**config.mk**
```make
export PLATFORM = sky130hd
export DESIGN_NAME = counter_nbit
export DESIGN_NICKNAME = d
export VERILOG_FILES = /design/src/rtl/counter_nbit.sv
export SDC_FILE = /design/constraint.sdc
export NUM_CORES = 1
export LEC_CHECK = 0
export BUFFER_PORTS_ARGS = -buffer_cell sky130_fd_sc_hd__buf_4
export CAP_MARGIN = 20
export CORE_AREA = 2 2 57 59
export DETAILED_ROUTE_END_ITERATION = 12
export DIE_AREA = 0 0 59 61
export MAX_ROUTING_LAYER = met4
export PLACE_DENSITY = 0.68
export SETUP_SLACK_MARGIN = 0.02
export SYNTH_ARGS = -nofsm -noshare
export SYNTH_HDL_FRONTEND = slang
export SYNTH_SLANG_ARGS = --single-unit
```
**constraint.sdc**
```tcl
create_clock -name i_clk -period 5.9 [get_ports i_clk]
set_input_delay 0.295 -clock i_clk [delete_from_list [all_inputs] [get_ports i_clk]]
set_output_delay 0.295 -clock i_clk [all_outputs]
set_load 0.01 [all_outputs]
```
**src/rtl/counter_nbit.sv**
```systemverilog
// counter_nbit: parametrised up/down counter with a runtime terminal value.
// It can wrap or saturate, and has a synchronous clear and a parallel load.
// It drives a registered wrap pulse and two combinational status flags:
// at-limit and compare-match.
module counter_nbit #(
  parameter int unsigned      WIDTH     = 8,
  parameter logic [WIDTH-1:0] RESET_VAL = '0
) (
  input  logic             i_clk,
  input  logic             i_reset_n,
  input  logic             i_clear,
  input  logic             i_load,
  input  logic [WIDTH-1:0] i_load_val,
  input  logic             i_en,
  input  logic             i_dir,
  input  logic             i_sat,
  input  logic [WIDTH-1:0] i_max,
  input  logic [WIDTH-1:0] i_cmp_val,
  output logic [WIDTH-1:0] o_count,
  output logic             o_wrap,
  output logic             o_at_limit,
  output logic             o_match
);

  localparam logic [WIDTH-1:0] ZERO = '0;
  localparam logic [WIDTH-1:0] ONE  = {{(WIDTH-1){1'b0}}, 1'b1};

  // Operation selected for the coming edge, after the clear/load/step priority.
  typedef enum logic [2:0] {
    OP_HOLD,
    OP_CLEAR,
    OP_LOAD,
    OP_UP,
    OP_DOWN
  } op_e;

  op_e              op;
  logic             up_limit;
  logic             down_limit;
  logic [WIDTH-1:0] next_count;
  logic             next_wrap;

  // A loaded count above i_max counts as already past the upper limit.
  assign up_limit   = (o_count >= i_max);
  assign down_limit = (o_count == ZERO);

  // Priority decode: clear beats load, and load beats an enabled step.
  // Reset is handled in the register itself, so it beats all three.
  always_comb begin
    // NOTE: every always_comb output gets a default first, so no path leaves it unassigned and no latch is inferred.
    op = OP_HOLD;
    if (i_clear) begin
      op = OP_CLEAR;
    end else if (i_load) begin
      op = OP_LOAD;
    end else if (i_en) begin
      op = i_dir ? OP_UP : OP_DOWN;
    end
  end

  // Next count and wrap pulse for the selected operation.
  // In saturate mode a step at the limit simply holds and never wraps.
  always_comb begin
    next_count = o_count;
    next_wrap  = 1'b0;
    case (op)
      OP_CLEAR: next_count = ZERO;
      OP_LOAD:  next_count = i_load_val;
      OP_UP: begin
        if (!up_limit) begin
          next_count = o_count + ONE;
        end else if (!i_sat) begin
          next_count = ZERO;
          next_wrap  = 1'b1;
        end
      end
      OP_DOWN: begin
        // A count above i_max after a load still steps down by one.
        if (!down_limit) begin
          next_count = o_count - ONE;
        end else if (!i_sat) begin
          next_count = i_max;
          next_wrap  = 1'b1;
        end
      end
      default: next_count = o_count;
    endcase
  end

  // State register: synchronous active-low reset, otherwise take the next state.
  always_ff @(posedge i_clk) begin
    // NOTE: sequential state uses non-blocking assignments so that every register samples pre-edge values.
    if (!i_reset_n) begin
      o_count <= RESET_VAL;
      o_wrap  <= 1'b0;
    end else begin
      o_count <= next_count;
      o_wrap  <= next_wrap;
    end
  end

  // Status flags: combinational from the registered count and the live inputs.
  assign o_at_limit = i_dir ? up_limit : down_limit;
  assign o_match    = (o_count == i_cmp_val);

endmodule

```
Yosys cells after proc, flatten, opt, wreduce, memory -nomap -nowiden
Cells that the tools add are included.
{ "word_totals": {"register_bits": 9, "out_inout_bits": 11, "elab_cells": 29} }
{ "op_classes": {"n_reduce_logical": 3, "order_cmp": 1, "mux": 14, "eq_ne": 7, "addsub": 2} }
{ "op_table": {"columns": ["cell", "n"], "rows": [
  ["$mux W8", 4],
  ["$pmux W8 S4", 1],
  ["$mux W3", 4],
  ["$add A8 B1 Y8 const B", 1],
  ["$eq A8 B8 Y1", 1],
  ["$ge A8 B8 Y1", 1],
  ["$logic_not A8 Y1", 1],
  ["$sub A8 B1 Y8 const B", 1],
  ["$eq A3 B2 Y1 const B", 2],
  ["$ne A3 B3 Y1 const B", 2],
  ["$mux W1", 4],
  ["$reduce_bool A4 Y1", 1],
  ["$eq A3 B1 Y1 const B", 1],
  ["$eq A3 B3 Y1 const B", 1],
  ["$reduce_and A3 Y1", 1],
  ["$pmux W1 S2", 1]
]} }

Longest topological paths before layout
Gate-level depths: netlist (run 1).
{ "depth": {"depth_word": 7, "ltp_mapped": 9} }

Worst setup path before layout (run 1)
No wires, ideal clock.
{ "synth_timing": {"path_type": "register -> register", "start": "register o_count[0]", "end": "register o_count[6]", "setup_ns": 0.146, "setup_slack_ns": 3.572, "stages_incl_launch_ff": 10, "period_less_slack_ns": 2.328, "arrival_ns": 2.183, "required_ns": 5.754, "cell_sequence": "dfxtp_1 clkbuf_1 inv_1 ha_1 and3_1 o21ai_1 a31oi_2 nor2_2 o31ai_1 o221ai_1"} }
{ "synth_between": {"elab_chain_len": 3, "elab_cells_between_ends": 10, "cone_classes": "add/sub: 2; order compare: 1; eq/ne: 2; mux: 3; reduce/logical: 2"} }
{ "synth_rtl": {"columns": ["item", "line_no", "text"], "rows": [
  ["from (decl)", "19", "output logic [WIDTH-1:0] o_count,"],
  ["from (signal assigned)", "97", "o_count <= next_count;"],
  ["$sub A8 B1 Y8, or another cell as far along", "80", "next_count = o_count - ONE;"],
  ["$mux W8, or another cell as far along", "79", "if (!down_limit) begin"],
  ["$pmux W8 S4 or $reduce_and A3 Y1 (tied branches)", null, null]
]} }
Several ways; a longest one is shown, not always the timed one.
A chain may end at the register's enable or synchronous reset.

Final worst setup path (run 1)
{ "layout_timing": {"start": "register o_count[2]", "end": "output o_at_limit"} }
{ "layout_between": {"elab_chain_len": 2, "elab_cells_between_ends": 3, "cone_classes": "order compare: 1; mux: 1; reduce/logical: 1"} }
{ "layout_rtl": {"columns": ["item", "line_no", "text"], "rows": [
  ["$ge A8 B8 Y1 or $logic_not A8 Y1 (tied branches)", "44, 45", null],
  ["$mux W1 *", "103", "assign o_at_limit = i_dir ? up_limit : down_limit;"],
  ["to (decl)", "21", "output logic o_at_limit,"]
]} }
Mark *: on every way between the ends. The rest lies on a longest branch, timed or not.

==> run_results.csv, run 1 <==
group,metric,value,unit
sta,setup_tns,0,ps
sta,rsz0062_at_grt,"no",
clocking,clockRootBuffer,"clkbuf_4",
sta,holdWs,337,ps
grt,grt_usage,23.8,%
detailed_routing,via_per_inst,6.06,
clocking,clk_pin_slew,60,ps
grt,grt_pass1_vias,1395,
sta,setup_viol,0,
sta,hold_violations,0,
min_path,hp-class,"in -> reg",
sta,max_freq,372,MHz
synthesis,syn_nets,215,
die,core-area,2950,um2
placement,dp_hpwl,3040,um
grt,grt_pass1_wl,6280,um
setup_path,cp.arrival,2390,ps
clocking,cts_tree,"built",
sta,worst_slack,3210,ps
clocking,cts_buffers,3,
min_path,min_path_cells,3,
placement,dpl_worst_slack,3440,ps
synthesis,ys_top_cells_by_count,"inv_1, nand2_1, nor2_1, ha_1",
clocking,clock_latency,260,ps
synthesis,synth_seq_area_share,14.0,%
synthesis,async_flop_share,0,%
setup_path,r2r_start,"o_count[0]",
synthesis,yosys_register_bits,9,
setup_path,crit_required,5610,ps
die,row_count,20,
placement,gp_congestion,0.889,
run,max_cap_violations,0,
power,total_power,209,uW
placement,io_buffers,41,
cells_and_area,fin_nets,251,
cells_and_area,fillCellCount,308,
clocking,cts_resized,0,
setup_path,crit_type,"reg -> out",
cells_and_area,syn2layout_area_growth,25.1,%
die,pin_count,42,
detailed_routing,ant_nets,0,
setup_path,cp-end-kind,"output port",
detailed_routing,drt_iter0_drc,89,
min_path,hp-start,"i_sat",
synthesis,synth_area,1290,um2
clocking,clockBufferDepth,2,
grt,grt_overflow,0,
synthesis,syn_avg_cell_area,7.43,um2
die,dieArea,3600,um2
detailed_routing,drt-wirelength-per-cell,15.9,um
cells_and_area,final_util,54.5,%
die,die_h,61,um
sta,finalMaxSlewViolations,0,
cells_and_area,num_antenna_cells,0,
cells_and_area,drive_gt1_share,26.9,%
synthesis,yosysWarnings,0,
synthesis,synth_area_leaders,"dfxtp_1, ha_1, xnor2_1",
clocking,post_cts_buffers,0,
grt,antenna_found_initial,0,
setup_path,r2r_end,"o_count[6]",
synthesis,synth.top_cell.area_share,14.0,%
sta,maxSlewHeadroom,49.1,%
setup_path,cp_max_fo,14,
setup_path,startpoint_type,"flop",
setup_path,reg2regPathDepth,8,
sta,worst_pin_slew,758,ps
clocking,htreeDepth,1,
min_path,hold_path_end,"o_wrap",
synthesis,synth_edf_count,0,
setup_path,ff2ff_setup_slack,3370,ps
die,initial_core_util,43.6,%
clocking,cts_hold_buffers,0,
synthesis,syn_inst,173,
power,total_leakage_power,0.000683,uW
detailed_routing,vias,1461,
power,powerDensity,130,nW/um2
sta,skew,0.726,ps
sta,period_needed,2690,ps
synthesis,synth_top_flop_cell,"dfxtp_1",
detailed_routing,drc,0,
status,status,"complete, no violations",
power,ir_drop,0.0000982,V
detailed_routing,wl,3840,um
die,fp.dieW,59,um
sta,fin_crit_sh,45.6,%
clocking,cts.sinks,9,
grt,grt_max_degree,15,
synthesis,yosys.area.top_type,"dfxtp_1",
synthesis,post_synth_num_cell_types,53,
detailed_routing,drt_first_pass_iters,4,
-- per-stage QoR --
step	instances	instance area [um2]
2_1_floorplan	173	1290
3_3_place_gp	237	1580
3_5_place_dp	237	1580
4_1_cts	241	1610
5_1_grt	241	1610
6_report	241	1610
-- metal layers --
layer  vias to the layer above  global-route usage, %  routed length [um]
met5                         -                      -                   0
met4                         0                   8.44                  53
met3                         7                   3.41                 295
met2                        78                   41.0                1910
met1                       672                   28.2                1590
li1                        704                      -                   -
-- report_power, final --
| group | internal (uW) | leakage, uW | switching, uW |
|---|---|---|---|
| Clock | 26.1 | 0.0000150 | 22.0 |
| Combinational | 44.7 | 0.000595 | 46.0 |
| Sequential | 62.8 | 0.0000731 | 7.10 |
-- worst max-delay path by stage --
stage	to	startpoint	slack, ps	cells past startpoint
floorplan	o_count[6]	o_count[0]	3570	9
global placement	o_count[5]	o_count[2]	3540	7
detailed placement	o_count[6]	o_count[0]	3440	8
CTS	o_at_limit	o_count[2]	3210	7
global route	o_at_limit	o_count[2]	3050	7
finish	o_at_limit	o_count[2]	3210	7
-- logic make-up after synthesis --
group	Yosys count	share of synthesized area [%]
muxes	3	2.33
adders and majority gates	11	10.7
DFF	9	14.0
and+or+nand+nor	67	28.7
AOI/OAI and AO/OA	47	28.3
buffers and inverters	25	8.46
xor gates and xnor gates	11	7.49
-- placed cells by master (no fill, tap or decap), drive strengths merged, types with 5 or more instances in the layout --
cell type	count
nand2	15
dfxtp	9
ha	11
and3	5
xnor2	10
nor2	15
nand3	8
o211ai	5
o21ai	14
inv	15
buf	41
-- registers in the layout (all words and copies together) (netlist names) --
register	cells
o_count	8
o_wrap	1
-- critical path, stage by stage, from the launching register on --
cell and delay, ps:
dfxtp_1 620, ha_1 340, and3_1 180, o21ai_1 170, a31oi_2 200, nor2_2 330
nor2_1 120, buf_4 170
-- area by class of cell --
type	count	area (um2)	share of cell area, %
Multi-Input combinational cell	139	997	62.0
Timing Repair Buffer	41	308	19.1
Sequential cell	9	180	11.2
Inverter	15	56.3	3.50
Tap cell	33	41.3	2.57
Clock buffer	4	26.3	1.63
(Power assumes the default switching activity.)
==> inputs of run 2 (changes only) <==
Settings changed: ABC_AREA from default to 1, CORE_AREA 2 2 57 59 to 2 2 58 60, DIE_AREA 0 0 59 61 to 0 0 60 62, PLACE_DENSITY 0.68 to 0.67.
Clock period 5.9 ns to 2.6 ns, I/O delays scaled along.
==> run 2 against run 1 <==
Non-clock buffer count increased by 5; wire length decreased by 2.7%; cell area increased by 6.5%; sequential cell count unchanged; worst hold slack got worse by 220 ps; clock-buffer cell count decreased by 1; register-to-register slack got worse by 2900 ps; power increased to 2.6 times the previous value; die area increased by 3.4%; combinational power increased to 3.0 times the previous value; critical endpoint unchanged.
==> run_results.csv, run 2 <==
group,metric,value,unit
status,status,"complete, no violations",
sta,worst_pin_slew,579,ps
setup_path,startpoint_type,"flop",
cells_and_area,final_util,53.9,%
clocking,cts_hold_buffers,0,
die,initial_core_util,41.8,%
clocking,cts_tree,"built",
setup_path,crit_type,"reg -> out",
die,dieArea,3720,um2
synthesis,ys_top_cells_by_count,"nand2_1, inv_1, nor2_1, nand3_1, a21oi_1",
cells_and_area,fillCellCount,341,
sta,finalMaxSlewViolations,0,
cells_and_area,reg_top3,"o_count x8, o_wrap x1",
sta,fin_crit_sh,84.2,%
clocking,clockRootBuffer,"clkbuf_4",
cells_and_area,drive_gt1_share,24.4,%
grt,grt_max_degree,13,
setup_path,cp_max_fo,7,
synthesis,post_synth_num_cell_types,27,
detailed_routing,vias,1512,
synthesis,synth_area,1330,um2
synthesis,synth.top_cell.area_share,18.4,%
clocking,cts.sinks,9,
grt,grt_pass1_vias,1378,
synthesis,synth_area_leaders,"nand2_1, dfxtp_1, ha_1",
cells_and_area,fin_nets,318,
die,row_count,21,
cells_and_area,num_antenna_cells,0,
synthesis,syn_inst,230,
synthesis,synth_top_flop_cell,"dfxtp_1",
sta,setup_viol,0,
setup_path,crit_required,2470,ps
grt,grt_pass1_wl,6090,um
placement,gp_congestion,0.937,
sta,period_needed,2190,ps
cells_and_area,layout_common_cells,"nand2_1, buf_4, inv_1, nor2_1, nand3_1",
clocking,clk_pin_slew,70,ps
setup_path,cp-end-kind,"output port",
power,powerDensity,318,nW/um2
clocking,htreeDepth,1,
run,max_cap_violations,0,
placement,dpl_worst_slack,526,ps
placement,dp_hpwl,3110,um
detailed_routing,ant_nets,0,
synthesis,synth_edf_count,0,
detailed_routing,drt_iter0_drc,38,
placement,io_buffers,41,
sta,skew,0.447,ps
die,fp.dieW,60,um
grt,grt_overflow,0,
clocking,clockBufferDepth,2,
die,core-area,3180,um2
grt,antenna_found_initial,0,
power,ir_drop,0.000225,V
cells_and_area,largest_reg_flops,8,
clocking,cts_resized,0,
synthesis,yosysMostFrequentCell,"nand2_1",
detailed_routing,via_per_inst,4.71,
synthesis,syn_nets,272,
grt,grt_usage,22.9,%
die,pin_count,42,
detailed_routing,drt_first_pass_iters,5,
detailed_routing,wl,3740,um
sta,max_freq,457,MHz
sta,rsz0062_at_grt,"no",
sta,hold_violations,0,
detailed_routing,drc,0,
synthesis,synth_seq_area_share,13.6,%
sta,maxSlewHeadroom,61.3,%
clocking,cts_buffers,3,
die,die_h,62,um
synthesis,syn_avg_cell_area,5.77,um2
cells_and_area,top_register,"o_count",
sta,worst_slack,411,ps
min_path,hp-class,"in -> reg",
synthesis,yosys_register_bits,9,
sta,setup_tns,0,ps
clocking,post_cts_buffers,0,
clocking,clock_latency,270,ps
detailed_routing,drt-wirelength-per-cell,11.6,um
synthesis,async_flop_share,0,%
power,total_leakage_power,0.000900,uW
setup_path,cp.arrival,2060,ps
synthesis,yosys.area.top_type,"nand2_1",
synthesis,yosysWarnings,0,
cells_and_area,mostFrequentLayoutCell,"nand2_1",
cells_and_area,syn2layout_area_growth,29.1,%
[run 2: metal layers]
layer	vias to the layer above	GRT usage (%)	wire [um]
li1	817	-	-
met1	648	29.0	1760
met2	45	37.6	1740
met3	2	4.35	209
met4	0	6.03	24
met5	-	-	0
[run 2: worst paths after layout]
path                    from    endpoint  slack (ps)  cells past startpoint
setup reg to reg  o_count[0]  o_count[5]         510                     13
hold / removal     i_reset_n  o_count[1]         120                      3
setup / recovery  o_count[0]  o_at_limit         410                     11
hold reg to reg   o_count[0]  o_count[0]         580                      2
[run 2: worst max-delay path: stages (launching register included)]
cell	delay (ps)
dfxtp_1	460
inv_1	180
ha_1	310
nand2_1	40
nor2_1	80
nor2_1	50
nand2_1	60
nand2_1	80
nand2_1	150
inv_1	110
a21oi_1	140
buf_4	130
[run 2: area by class of cell]
| class | count | area [um2] | share of cell area, % |
|---|---|---|---|
| clock buffer | 3 | 22.5 | 1.31 |
| clock inverter | 1 | 5.00 | 0.292 |
| inverter | 34 | 128 | 7.45 |
| multi-input combinational | 182 | 976 | 56.9 |
| sequential | 9 | 180 | 10.5 |
| tap | 46 | 57.6 | 3.36 |
| timing repair buffer | 46 | 345 | 20.1 |
[run 2: per-stage QoR]
step	cells	hold WS (ps)	instance area (um2)	total power [uW]
floorplan	230	256	1330	333
global placement	317	401	1690	431
detailed placement	317	404	1690	430
CTS	321	109	1710	551
global route	321	112	1710	596
finish	321	116	1710	546
[run 2: cell families (layout without fill, tap and decap cells)]
| group | count (synthesis) | in the layout | synth area share, % |
|---|---|---|---|
| DFF | 9 | 9 | 13.6 |
| buffers and inverters | 39 | 84 | 12.9 |
| xor gates and xnor gates | 10 | 10 | 6.60 |
| AOI/OAI and AO/OA | 29 | 29 | 12.1 |
| adders and majority gates | 11 | 11 | 10.4 |
| and+or+nand+nor | 132 | 132 | 44.5 |
[run 2: where the power goes]
| group | internal (uW) | switching [uW] | leakage (uW) | total [uW] |
|---|---|---|---|---|
| combinational | 116 | 155 | 0.000809 | 271 |
| clock | 57.0 | 61.9 | 0.0000177 | 119 |
| sequential | 145 | 10.5 | 0.0000735 | 156 |
==> inputs of run 3 (changes only) <==
Settings changed: ABC_AREA 1 to 0, CORE_AREA 2 2 58 60 to 2 2 57 59, DIE_AREA 0 0 60 62 to 0 0 59 61, PLACE_DENSITY 0.67 to 0.71.
Clock period 2.6 ns to 1.9 ns, I/O delays scaled along.
==> run 3 against run 2 <==
Largest cell class unchanged; highest routed layer unchanged; worst setup slack worse by 460 ps; clock skew up 0.81 ps; the run now ends with negative setup slack left; wire length up 25%; sequential share of layout area down 1.4 points; clock-buffer cell count up 1; largest power group unchanged; register-to-register slack worse by 540 ps.
==> run_results.csv, run 3 (same netlist as run 1, synthesis figures left out) <==
group,metric,value,unit
setup_path,reg2regPathDepth,8,
min_path,hp-start,"i_sat",
detailed_routing,vias,1605,
cells_and_area,multi_input_area,1200,um2
setup_path,r2r_start,"o_count[6]",
placement,dp_hpwl,3710,um
setup_path,slowest_stage,"dfxtp_1",
setup_path,crit_buf_inv,3,
placement,gp_congestion,0.885,
power,powerDensity,377,nW/um2
cells_and_area,largest_reg_flops,8,
cells_and_area,mostFrequentLayoutCell,"buf_4",
clocking,clk_pin_slew,60,ps
min_path,hold_path_end,"o_wrap",
clocking,clockRootBuffer,"clkbuf_4",
setup_path,path_delay_family,"buffers and inverters",
clocking,clockBufferDepth,2,
sta,rsz0062_at_grt,"yes",
detailed_routing,via_per_inst,5.94,
die,fp.dieW,59,um
die,row_count,20,
detailed_routing,drt_first_pass_iters,4,
cells_and_area,num_antenna_cells,0,
grt,grt_overflow,0,
cells_and_area,fin_nets,280,
sta,worst_pin_slew,633,ps
min_path,min_path_cells,3,
grt,antenna_found_initial,0,
power,ir_drop,0.000385,V
die,dieArea,3600,um2
setup_path,crit_type,"reg -> out",
setup_path,path_depth,8,
clocking,cts_hold_buffers,0,
setup_path,cp-end-kind,"output port",
grt,grt_pass1_vias,1628,
setup_path,crit_required,1800,ps
die,pin_count,42,
setup_path,startpoint_type,"flop",
power,total_leakage_power,0.000871,uW
cells_and_area,drive_gt1_share,46.4,%
die,core-area,2950,um2
sta,max_freq,514,MHz
die,initial_core_util,43.6,%
detailed_routing,drt-wirelength-per-cell,17.3,um
placement,dpl_worst_slack,-73.1,ps
setup_path,slowest_delay,380,ps
cells_and_area,layout_common_cells,"buf_4, nand2_1, inv_1, nor2_1, xnor2_1",
min_path,hp-class,"in -> reg",
setup_path,cp.arrival,1850,ps
setup_path,cp_max_fo,4,
detailed_routing,ant_nets,0,
sta,period_needed,1940,ps
cells_and_area,top_register,"o_count",
grt,grt_pass1_wl,7350,um
clocking,cts_tree,"built",
clocking,cts.sinks,9,
clocking,htreeDepth,1,
placement,io_buffers,41,
sta,worst_slack,-44.4,ps
cells_and_area,fillCellCount,234,
status,status,"finished with violations",
sta,hold_violations,0,
sta,setup_viol,6,
detailed_routing,wl,4670,um
sta,maxSlewHeadroom,57.7,%
setup_path,r2r_end,"o_count[7]",
setup_path,path_cells,"ha_4 > a21oi_2 > o2111ai_2 > buf_4 > nor2_4 > buf_6 > nor2_4 > buf_6",
detailed_routing,drc,0,
clocking,cts_buffers,3,
sta,fin_crit_sh,102,%
detailed_routing,drt_iter0_drc,106,
power,total_power,772,uW
clocking,clock_latency,260,ps
cells_and_area,seq_area,186,um2
setup_path,ff2ff_setup_slack,-30,ps
grt,grt_max_degree,14,
sta,finalMaxSlewViolations,0,
run,max_cap_violations,0,
cells_and_area,syn2layout_area_growth,59.3,%
status,violations,"negative setup slack",
sta,skew,1.26,ps
cells_and_area,final_util,69.4,%
cells_and_area,reg_top3,"o_count x8, o_wrap x1",
die,die_h,61,um
grt,grt_usage,28.1,%
-- run 3: tightest hold or removal path: cells and delay by family --
family                 cells  cell delay [ps]
and+or+nand+nor            1              130
buffers and inverters      2              130
-- run 3: worst max path at each step --
stage / end / slack (ps) / startpoint
finish: o_at_limit / -40 / o_count[6]
global route: o_at_limit / -100 / o_count[1]
CTS: o_at_limit / -20 / o_count[1]
detailed placement: o_count[5] / -70 / o_count[1]
global placement: o_count[5] / -30 / o_count[1]
floorplan: o_count[5] / -50 / o_count[0]
-- run 3: power by group --
part           leakage [uW]  internal (uW)  total [uW]  switching, uW
Sequential        0.0000747            195         202           6.44
Clock             0.0000150           81.2         152           70.8
Combinational      0.000781            212         419            207
Total              0.000871            488         772            284
-- run 3: layout make-up --
type / count / share of cell area, %
tap: 33 / 2.01
clock buffer: 4 / 1.28
sequential: 9 / 9.10
inverter: 15 / 2.87
timing repair buffer: 70 / 26.4
multi-input combinational: 139 / 58.4
-- run 3: repair_timing --
item | 4_1_cts | 5_1_grt
buffers inserted | 2 | 1
pin swaps | 10 | 5
endpoints found under the setup margin | 10 | 9
gates resized for setup | 21 | 9
-- run 3: per-stage QoR --
step | cell area, um2 | setup TNS [ps] | hold WS, ps | cells
after global routing | 2050 | -533 | 161 | 270
after global placement | 1830 | -57.1 | 419 | 263
after detailed placement | 1830 | -329 | 423 | 263
after floorplan | 1350 | -58.9 | 313 | 173
after CTS | 1990 | -30.8 | 147 | 269
final | 2050 | -97.7 | 142 | 270
-- run 3: routing by layer --
metal / track usage (%) / up-vias / part of all wire [%]
met5: - / - / 0
met4: 10.1 / 0 / 2.3
li1: - / 760 / -
met1: 32.1 / 742 / 38
met3: 2.35 / 14 / 8.6
met2: 51.1 / 89 / 51
